[src/rtl/button_debounce_bit.sv]
// One button channel: two-flop synchronizer, debounce counter, hold counter
// and the registered press/release pulses derived from the debounced level.
// i_pin is already polarity-corrected by the parent (1 = pressed).
module button_debounce_bit #(
    parameter int DEBOUNCE = 50000,
    parameter int HOLD     = 25000000
) (
    input  logic i_clk,
    input  logic i_reset,
    input  logic i_pin,
    output logic o_btn,
    output logic o_press,
    output logic o_release,
    output logic o_held
);

    localparam int DB_W   = $clog2(DEBOUNCE);
    localparam int HOLD_W = $clog2(HOLD + 1);
    localparam logic [DB_W-1:0]   DB_LAST  = DB_W'(DEBOUNCE - 1);
    localparam logic [HOLD_W-1:0] HOLD_MAX = HOLD_W'(HOLD);

    logic [1:0]        sync_q, sync_d;
    logic [DB_W-1:0]   db_cnt_q, db_cnt_d;
    logic [HOLD_W-1:0] hold_cnt_q, hold_cnt_d;
    logic              btn_q, btn_d;
    logic              press_q, press_d;
    logic              release_q, release_d;
    logic              held_q, held_d;

    // Next-state: synchronizer shift, debounce acceptance, saturating hold count.
    always_comb begin
        sync_d     = {sync_q[0], i_pin};
        db_cnt_d   = db_cnt_q;
        btn_d      = btn_q;
        press_d    = 1'b0;
        release_d  = 1'b0;
        hold_cnt_d = hold_cnt_q;

        // Any cycle where the synchronized pin agrees with the accepted level
        // restarts the count, so bounces shorter than DEBOUNCE are dropped.
        if (sync_q[1] == btn_q) begin
            db_cnt_d = '0;
        end else if (db_cnt_q != DB_LAST) begin
            db_cnt_d = db_cnt_q + 1'b1;
        end else begin
            db_cnt_d  = '0;
            btn_d     = sync_q[1];
            press_d   = sync_q[1];
            release_d = ~sync_q[1];
        end

        // Counting starts the cycle after o_btn rises and clears on the same
        // edge that o_btn falls; saturation prevents wrap on long presses.
        if (!btn_d) begin
            hold_cnt_d = '0;
        end else if (btn_q && (hold_cnt_q != HOLD_MAX)) begin
            hold_cnt_d = hold_cnt_q + 1'b1;
        end

        held_d = (hold_cnt_d == HOLD_MAX);
    end

    // State registers; reset returns everything to the not-pressed condition.
    always_ff @(posedge i_clk or posedge i_reset) begin
        if (i_reset) begin
            sync_q     <= 2'b00;
            db_cnt_q   <= '0;
            hold_cnt_q <= '0;
            btn_q      <= 1'b0;
            press_q    <= 1'b0;
            release_q  <= 1'b0;
            held_q     <= 1'b0;
        end else begin
            sync_q     <= sync_d;
            db_cnt_q   <= db_cnt_d;
            hold_cnt_q <= hold_cnt_d;
            btn_q      <= btn_d;
            press_q    <= press_d;
            release_q  <= release_d;
            held_q     <= held_d;
        end
    end

    assign o_btn     = btn_q;
    assign o_press   = press_q;
    assign o_release = release_q;
    assign o_held    = held_q;

endmodule

[src/rtl/button_conditioner.sv]
// Push-button front end for the SPIO block: pin polarity correction, one
// debounce channel per button, and a registered any-press interrupt.
module button_conditioner #(
    parameter int NBTN       = 2,
    parameter int ACTIVE_LOW = 1,
    parameter int DEBOUNCE   = 50000,
    parameter int HOLD       = 25000000
) (
    input  logic            i_clk,
    input  logic            i_reset,
    input  logic [NBTN-1:0] i_btn,
    output logic [NBTN-1:0] o_btn,
    output logic [NBTN-1:0] o_press,
    output logic [NBTN-1:0] o_release,
    output logic [NBTN-1:0] o_held,
    output logic            o_int
);

    logic [NBTN-1:0] pin_act;
    logic            int_q, int_d;

    // Inversion sits in front of the first synchronizer flop, so reset
    // (flops cleared to 0) always means not-pressed regardless of polarity.
    assign pin_act = (ACTIVE_LOW != 0) ? ~i_btn : i_btn;

    for (genvar g = 0; g < NBTN; g++) begin : g_btn
        button_debounce_bit #(
            .DEBOUNCE (DEBOUNCE),
            .HOLD     (HOLD)
        ) u_bit (
            .i_clk     (i_clk),
            .i_reset   (i_reset),
            .i_pin     (pin_act[g]),
            .o_btn     (o_btn[g]),
            .o_press   (o_press[g]),
            .o_release (o_release[g]),
            .o_held    (o_held[g])
        );
    end

    // Interrupt is any press, delayed one clock.
    always_comb begin
        int_d = |o_press;
    end

    // Interrupt register.
    always_ff @(posedge i_clk or posedge i_reset) begin
        if (i_reset) begin
            int_q <= 1'b0;
        end else begin
            int_q <= int_d;
        end
    end

    assign o_int = int_q;

endmodule

[config.mk]
export PLATFORM = sky130hd
export DESIGN_NAME = button_conditioner
export DESIGN_NICKNAME = d
export VERILOG_FILES = /design/src/rtl/button_debounce_bit.sv /design/src/rtl/button_conditioner.sv
export SDC_FILE = /design/constraint.sdc
export NUM_CORES = 1
export LEC_CHECK = 0
export BUFFER_PORTS_ARGS = -buffer_cell sky130_fd_sc_hd__buf_2
export CORE_MARGIN = 4
export CORE_UTILIZATION = 60
export DETAILED_ROUTE_END_ITERATION = 8
export PLACE_DENSITY = 0.86
export SKIP_LAST_GASP = 1
export SYNTH_ARGS = -nofsm -noshare
export SYNTH_HDL_FRONTEND = slang
export SYNTH_HIERARCHICAL = 1
export SYNTH_SLANG_ARGS = --single-unit
[constraint.sdc]
create_clock -name i_clk -period 5.35 [get_ports i_clk]
set_input_delay 0.8025 -clock i_clk [delete_from_list [all_inputs] [get_ports i_clk]]
set_output_delay 0.8025 -clock i_clk [all_outputs]
set_load 0.005 [all_outputs]
==> flow_summary.ini, run 1 <==
[job]
cap_violations = 0

[timing]
setup_viol = 0
whs_ps = 273
rsz0062_at_grt = no
min_period_ps = 2350
min_period_over_period = 0.439
worst-slew-pin-transition_ps = 943
finalHoldViolations = 0
max_freq_ghz = 0.425
final.setup_skew_ps = 12.9
slew_headroom = 0.371
finalSetupTns_ps = 0
slew_viol_final = 0
final.setup.worst_slack_ps = 3000

[drt]
postRouteAntennaNets = 0
dr.pass1.iters = 5
wl_per_cell_um = 15.9
drc = 0
drtIter0Drc = 168
post_drt_via_cell_ratio = 5.97
vias = 3740
routed_wl_mm = 9.96

[cts]
h-tree-depth = 3
cts_buffers = 9
cts.clk_slew.worst_paths_ps = 110
cts_num_sinks = 95
cts_hold_buffers = 0
clock-root-buffer = clkbuf_8
max-clock-path-buffers = 2
cts_tree = done
cts_post_setup_buffers_inserted = 0
clk_latency_ps = 370
cts_resized = 0

[global_routing]
grt_pass1_vias = 3630
antenna_found_initial = 0
grt_usage = 0.215
grt_pass1_wl_mm = 17.5
overflow = 0
grt_max_degree = 48

[synthesis]
yosysWarnings = 6
yosysTopAreaCellShare = 0.467
synth_cells = 507
synthTopCellsByCount = 95 x dfrtp_1, 94 x nor2_1, 40 x xor2_1
synth_area_leader_cell = dfrtp_1
synthesis.area_mm2 = 0.00509
synth_edf_count = 0
yosysUniqueCellTypes = 46
syn_nets = 517
async_reset_ff_frac = 1.00
synth_ff_type = dfrtp_1
syn_avg_cell_area_um2 = 10.0
yosysMostFrequentCell = dfrtp_1
seq_area_frac_synth = 0.467
ys_ff_latch = 95
yosys-top-cells-area = dfrtp_1 47%, nor2_1 6.9%, xor2_1 6.9%

[worst_hold_path]
hold_class = input port to async pin

[pwr]
p_total_mw = 1.21
p_per_area_mw_per_mm2 = 225
p_switching_uw = 302
power_frac_seq = 0.599
swShare = 0.249
p_leak_nw = 2.30
vdd_drop_max_mv = 0.124
combPwrFrac = 0.021
p_int_uw = 911
clockPowerShare = 0.380

[outcome]
status = complete, no violations

[place]
hpwl_mm = 6.91
dp_slack_ps = 3070
portBuffers = 12
place_area_mm2 = 0.00519
gp_congestion = 0.852

[cells_and_area]
nNetsFinal = 526
antenna_cells = 0
drive_above_1_share = 0.115
area_delta_synth_final_pct = 5.73
fillers = 627
design_area_mm2 = 0.00538

[floorplanning]
num_rows = 33
core_area_mm2 = 0.00822
die_area_mm2 = 0.0100
initial_core_util = 0.619
die_width_um = 100
ioPinCount = 13
die_h_um = 100

[critical_path]
endpoint_kind = flip-flop
cp_max_fo = 24
critPathArrivalTime_ps = 2660
crit_type = flip-flop to flip-flop
worstPathRequired_ps = 5660
cp-start-kind = flip-flop
## layout make-up
type	count	area [um^2]	share of cell area
clock buffers	9	124	0.0230
clock inverters	7	71.3	0.0133
inverters	13	48.8	0.00907
multi-input cells	383	2550	0.475
flip-flops and latches	95	2380	0.442
well taps	105	131	0.0244
repair buffers	14	75.1	0.0140
## registers in the layout (all words and copies together), names as in the netlist
| name | count |
|---|---|
| g_btn.u_bit/db_cnt_q | 32 |
| g_btn.u_bit/o_held | 2 |
| g_btn.u_bit/sync_q | 4 |
| g_btn.u_bit/o_press | 2 |
| o_int | 1 |
| g_btn.u_bit/o_btn | 2 |
| g_btn.u_bit/hold_cnt_q | 50 |
| g_btn.u_bit/o_release | 2 |
## critical path, stage by stage (launching register included)
cell and delay, ps:
dfrtp_1 430, nor4bb_1 380, nand4_1 280, mux2i_2 220, buf_4 240, inv_1 160
o211ai_1 120, nor4_1 240, and4_1 200
## cell families (layout without fill, tap and decap cells)
group	Yosys count	after routing	share of synthesized area
xor gates and xnor gates	74	74	0.127
buffers and inverters	29	43	0.0312
adders and majority gates	6	6	0.0147
AOI/OAI and AO/OA	30	30	0.0428
and+or+nand+nor	263	263	0.296
muxes	10	10	0.0211
DFF	95	95	0.467
## layout by cell type (no fill, tap or decap), drive strengths merged, types with 4 or more instances in the layout
cell	count
dfrtp	95
nor2	94
xor2	40
xnor2	34
nand3	30
and3	26
nand4	26
nand2	18
inv	17
buf	14
nor3b	12
and4	12
mux2i	10
clkbuf	9
nor4b	8
nor4	8
a21oi	6
ha	6
o21ai	6
or3	6
and2	6
o31a	4
o21a	4
nor3	4
## worst paths after layout
| path | from | end | slack [ps] | cells after the start |
|---|---|---|---|---|
| worst max-delay path | g_btn[1].u_bit/db_cnt_q[10] | g_btn[1].u_bit/o_held | 3000 | 8 |
| worst min-delay path | i_reset | o_int | 270 | 2 |
| worst max register to register | g_btn[1].u_bit/db_cnt_q[10] | g_btn[1].u_bit/o_held | 3000 | 8 |
| worst min register to register | g_btn[0].u_bit/sync_q[0] | g_btn[0].u_bit/sync_q[1] | 360 | 0 |
| max in group asynchronous | i_reset | g_btn[1].u_bit/hold_cnt_q[0] | 4100 | 2 |
| min in group i_clk | g_btn[0].u_bit/sync_q[0] | g_btn[0].u_bit/sync_q[1] | 360 | 0 |
## layer usage
metal,global-route usage,part of all wire,up-vias
met3,0.0528,0.045,20
met1,0.290,0.44,1825
met5,0,0,-
met2,0.345,0.50,107
met4,0.0684,0.019,0
li1,-,-,1788
## metrics by stage
step	std cells	util
CTS	626	0.655
floorplan	507	-
detailed placement	610	0.631
global route	626	0.655
finish	626	0.655
global placement	610	0.631
## power groups by stage
stage,sequential [mW],clock [mW],combinational (mW)
global placement,0.740,0,0.0256
detailed placement,0.740,0,0.0263
global route,0.727,0.514,0.0310
CTS,0.726,0.475,0.0266
finish,0.726,0.461,0.0253
floorplan,0.740,0,0.0192
Power figures use the tool's default switching activity.
==> inputs of run 2 (changes only) <==
==> constraint.sdc (replaced) <==
create_clock -name i_clk -period 2.4 [get_ports i_clk]
set_input_delay 0.36 -clock i_clk [delete_from_list [all_inputs] [get_ports i_clk]]
set_output_delay 0.36 -clock i_clk [all_outputs]
set_load 0.005 [all_outputs]
==> flow_summary.ini, run 2 (synthesis gave the netlist of run 1 again) <==
[cells_and_area]
utilization = 0.679
final_common_cell = nor2_1
antenna_cells = 0
mostFrequentLayoutCells = 94 x nor2_1, 90 x dfrtp_1, 40 x xor2_1
largest-register = g_btn.u_bit/hold_cnt_q
nNetsFinal = 537
largest_register_ffs = 50
reg_top3 = g_btn.u_bit/hold_cnt_q (50), g_btn.u_bit/db_cnt_q (32), g_btn.u_bit/sync_q (4)
area_delta_synth_final_pct = 9.56
drive_above_1_share = 0.156
design_area_mm2 = 0.00558

[drt]
routed_wl_mm = 11.0
drc = 0
wl_per_cell_um = 17.2
postRouteAntennaNets = 0
vias = 3883
post_drt_via_cell_ratio = 6.10
drtIter0Drc = 211
dr.pass1.iters = 6

[floorplanning]
core_area_mm2 = 0.00822
die_area_mm2 = 0.0100
num_rows = 33
initial_core_util = 0.619
die_width_um = 100
ioPinCount = 13
die_h_um = 100

[critical_path]
cp_max_fo = 7
crit_family = simple AND/OR/NAND/NOR gates
cp-start-kind = flip-flop
endpoint_kind = flip-flop
crit_type = flip-flop to flip-flop
worstPathRequired_ps = 2710
critical-path-slowest-cell = dfrtp_1
critPathBufInv = 0
critPathArrivalTime_ps = 2640
crit_path_max_incr_delay_ps = 470
crit_chain = nor4b_1 > nand4_1 > o21ai_4 > mux2i_1 > nor4_2 > and4_1

[timing]
setup_viol = 0
worst-slew-pin-transition_ps = 544
whs_ps = 118
slew_headroom = 0.634
final.setup.worst_slack_ps = 76.1
slew_viol_final = 0
finalHoldViolations = 0
max_freq_ghz = 0.430
min_period_ps = 2320
min_period_over_period = 0.968
final.setup_skew_ps = 9.56

[job]
cap_violations = 0

[pwr]
p_per_area_mw_per_mm2 = 521
p_leak_nw = 2.37
vdd_drop_max_mv = 0.479

[global_routing]
grt_pass1_wl_mm = 18.8
grt_usage = 0.233
grt_pass1_vias = 4014
antenna_found_initial = 0
overflow = 0
grt_max_degree = 30

[cts]
cts.clk_slew.worst_paths_ps = 100
h-tree-depth = 3
cts_buffers = 9
clock-root-buffer = clkbuf_8
cts_tree = done
clk_latency_ps = 370
max-clock-path-buffers = 2
cts_num_sinks = 95

[place]
dp_slack_ps = 121
gp_congestion = 0.941
hpwl_mm = 7.50
place_area_mm2 = 0.00525
portBuffers = 12

[outcome]
status = complete, no violations

[worst_hold_path]
hold_class = input port to flip-flop
==> run 2: where the power goes <==
part / internal, mW / switching (mW)
Clock: 0.632 / 0.593
Sequential: 1.61 / 0.00844
Combinational: 0.0159 / 0.0470
==> run 2: worst reg2reg max path, stage by stage, from the launching register on <==
cell     delay (ps)
dfrtp_1         470
nor4b_1         440
nand4_1         300
o21ai_4         340
mux2i_1         150
nor4_2          330
and4_1          240
==> run 2: path summary, 6_finish.rpt <==
| check | to | slack [ps] | startpoint | cells past startpoint |
|---|---|---|---|---|
| max reg2reg | g_btn[1].u_bit/o_held | 80 | g_btn[1].u_bit/hold_cnt_q[2] | 6 |
| min | g_btn[1].u_bit/sync_q[0] | 120 | i_btn[1] | 2 |
| min reg2reg | g_btn[0].u_bit/sync_q[1] | 350 | g_btn[0].u_bit/sync_q[0] | 0 |
| max | g_btn[1].u_bit/o_held | 80 | g_btn[1].u_bit/hold_cnt_q[2] | 6 |
| max in group asynchronous | g_btn[0].u_bit/hold_cnt_q[3] | 1120 | i_reset | 4 |
| min in group asynchronous | o_int | 380 | i_reset | 3 |
==> run 2: routing by layer <==
layer	part of all wire	track usage	up-vias
met5	0	0	-
met4	0.031	0.0974	0
met3	0.059	0.0493	37
met2	0.49	0.382	151
met1	0.42	0.300	1878
li1	-	-	1817
==> run 2: per-stage QoR <==
step | TNS [ps] | total power, mW | cells
finish | 0 | 2.91 | 637
floorplan | 0 | 1.69 | 507
global placement | 0 | 1.71 | 618
detailed placement | 0 | 1.71 | 618
CTS | 0 | 2.93 | 635
global route | -54.3 | 3.01 | 637
==> run 2: final cells by class <==
class	instances	area, um^2
Multi-Input combinational cell	383	2620
Tap cell	105	131
Inverter	13	48.8
Clock buffer	10	138
Fill cell	623	2640
Timing Repair Buffer	25	160
Clock inverter	6	97.6
Sequential cell	95	2380
==> run 2: timing repair <==
| action | 4_1_cts | 5_1_grt |
|---|---|---|
| hold buffers | 1 | 0 |
| buffers inserted | 0 | 2 |
| endpoints found under the hold margin | 22 | 0 |
| resized for setup | 0 | 15 |
| setup endpoints to repair | 0 | 2 |
==> inputs of run 3 (changes only) <==
--- a/config.mk
+++ b/config.mk
@@ -6,7 +6,7 @@
 export NUM_CORES = 1
 export LEC_CHECK = 0
 export BUFFER_PORTS_ARGS = -buffer_cell sky130_fd_sc_hd__buf_2
-export CORE_MARGIN = 4
+export CORE_MARGIN = 2
 export CORE_UTILIZATION = 60
 export DETAILED_ROUTE_END_ITERATION = 8
 export PLACE_DENSITY = 0.86
==> constraint.sdc (replaced) <==
create_clock -name i_clk -period 2.9 [get_ports i_clk]
set_input_delay 0.435 -clock i_clk [delete_from_list [all_inputs] [get_ports i_clk]]
set_output_delay 0.435 -clock i_clk [all_outputs]
set_load 0.005 [all_outputs]
==> flow_summary.ini, run 3 (synthesis gave the netlist of run 1 again) <==
[global_routing]
grt_pass1_wl_mm = 17.5
grt_usage = 0.244
grt_pass1_vias = 3695
overflow = 0
antenna_found_initial = 0
grt_max_degree = 48

[place]
placed_cells = 612
hpwl_mm = 7.04
gp_congestion = 0.916
portBuffers = 12

[floorplanning]
ioPinCount = 13
die_area_mm2 = 0.00924
core_area_mm2 = 0.00822
die_width_um = 96.1
die_h_um = 96.1
num_rows = 33
initial_core_util = 0.619

[pwr]
p_per_area_mw_per_mm2 = 439
vdd_drop_max_mv = 0.297
p_leak_nw = 2.33

[drt]
postRouteAntennaNets = 0
dr.pass1.iters = 4
wl_per_cell_um = 16.0
vias = 3806
post_drt_via_cell_ratio = 6.05
routed_wl_mm = 10.0
drc = 0
drtIter0Drc = 229

[critical_path]
crit_type = flip-flop to flip-flop
reg2reg_to = g_btn[1].u_bit/o_held
crit_path_max_incr_delay_ps = 440
critPathArrivalTime_ps = 2780
cp_max_fo = 5
worstPathRequired_ps = 3200
rr_startpoint = g_btn[1].u_bit/hold_cnt_q[0]
cp-start-kind = flip-flop
critical-path-slowest-cell = dfrtp_1
r2r_cells = 8
rrSetupSlack_ps = 420
endpoint_kind = flip-flop
crit_chain = inv_1 > ha_1 > nor4b_1 > nand4_1 > o21ai_2 > mux2i_1 > nor4_1 > and4_1

[cts]
cts_post_setup_buffers_inserted = 0
cts.clk_slew.worst_paths_ps = 100
cts_tree = done
clk_latency_ps = 370
cts_num_sinks = 95
cts_buffers = 9
h-tree-depth = 3
max-clock-path-buffers = 2
clock-root-buffer = clkbuf_8

[timing]
worst-slew-pin-transition_ps = 960
slew_viol_final = 0
rsz0062_at_grt = no
setup_viol = 0
min_period_over_period = 0.854
slew_headroom = 0.359
min_period_ps = 2480
finalSetupTns_ps = 0
max_freq_ghz = 0.404
finalHoldViolations = 0
final.setup_skew_ps = 12.2

[cells_and_area]
reg_top3 = g_btn.u_bit/hold_cnt_q (50), g_btn.u_bit/db_cnt_q (32), g_btn.u_bit/sync_q (4)
largest_register_ffs = 50
fillers = 631
multi_input_area_mm2 = 0.00255
largest-register = g_btn.u_bit/hold_cnt_q
nNetsFinal = 529
mostFrequentLayoutCells = 95 x dfrtp_1, 94 x nor2_1, 40 x xor2_1
antenna_cells = 0
drive_above_1_share = 0.118
fin_cells = 629
regArea_mm2 = 0.00238
final_common_cell = dfrtp_1
area_delta_synth_final_pct = 7.06

[worst_hold_path]
hold_class = input port to flip-flop
hp-start = i_btn[1]
min_path_cells = 2
hold_end = g_btn[1].u_bit/sync_q[0]

[outcome]
status = complete, no violations

[job]
cap_violations = 0
## run 3: changes by cell type in the layout (fill, tap and decap cells not counted), sizes merged
| cell | change |
|---|---|
| buf | -8 |
| clkbuf | -1 |
| clkinv | +1 |
## run 3: routing by layer
layer / routed length [um] / global-route usage / up-vias
met5: 0 / 0 / -
met4: 216 / 0.0905 / 0
met3: 448 / 0.0478 / 25
met2: 4890 / 0.395 / 111
met1: 4490 / 0.327 / 1871
li1: - / - / 1799
## run 3: power by group
group          total [mW]  internal (mW)  switching [mW]
registers            1.34           1.33         0.00668
clock network        1.01          0.506           0.500
logic              0.0476         0.0102          0.0375
## run 3: per-stage QoR
stage | worst slack, ps | hold slack, ps | util | cell area, um^2 | total power, mW
2_1_floorplan | 941 | 164 | - | 5090 | 1.40
3_3_place_gp | 645 | 301 | 0.633 | 5200 | 1.41
3_5_place_dp | 598 | 307 | 0.633 | 5200 | 1.41
4_1_cts | 563 | 173 | 0.663 | 5450 | 2.43
5_1_grt | 296 | 182 | 0.663 | 5450 | 2.49
6_report | 422 | 188 | 0.663 | 5450 | 2.39
## run 3: cell type report
type,count,share of cell area
Timing Repair Buffer,17,0.0184
Multi-Input combinational cell,383,0.469
Clock buffer,9,0.0227
Sequential cell,95,0.436
Clock inverter,7,0.0209
Tap cell,105,0.0241
Inverter,13,0.00896
## run 3: critical path: cells and delay by family (launching register included)
| kind | cells | cell delay (ps) |
|---|---|---|
| mux | 1 | 160 |
| simple gates | 4 | 1100 |
| flops | 1 | 440 |
| compound gates | 1 | 390 |
| buf+inv | 1 | 140 |
| fa+ha+maj | 1 | 190 |
## run 3: repair_timing
action / CTS / global route
hold endpoints to repair: 1 / 0
gates resized for setup: 0 / 0
hold buffers: 1 / 0
## run 3: worst max path at each step
| stage | from | to | slack, ps |
|---|---|---|---|
| after floorplan | g_btn[0].u_bit/hold_cnt_q[1] | g_btn[0].u_bit/o_held | 940 |
| after global placement | g_btn[0].u_bit/db_cnt_q[0] | g_btn[0].u_bit/o_held | 640 |
| after detailed placement | g_btn[1].u_bit/hold_cnt_q[0] | g_btn[1].u_bit/o_held | 600 |
| after CTS | g_btn[1].u_bit/hold_cnt_q[0] | g_btn[1].u_bit/o_held | 560 |
| after global routing | g_btn[1].u_bit/hold_cnt_q[0] | g_btn[1].u_bit/o_held | 300 |
| final | g_btn[1].u_bit/hold_cnt_q[0] | g_btn[1].u_bit/o_held | 420 |
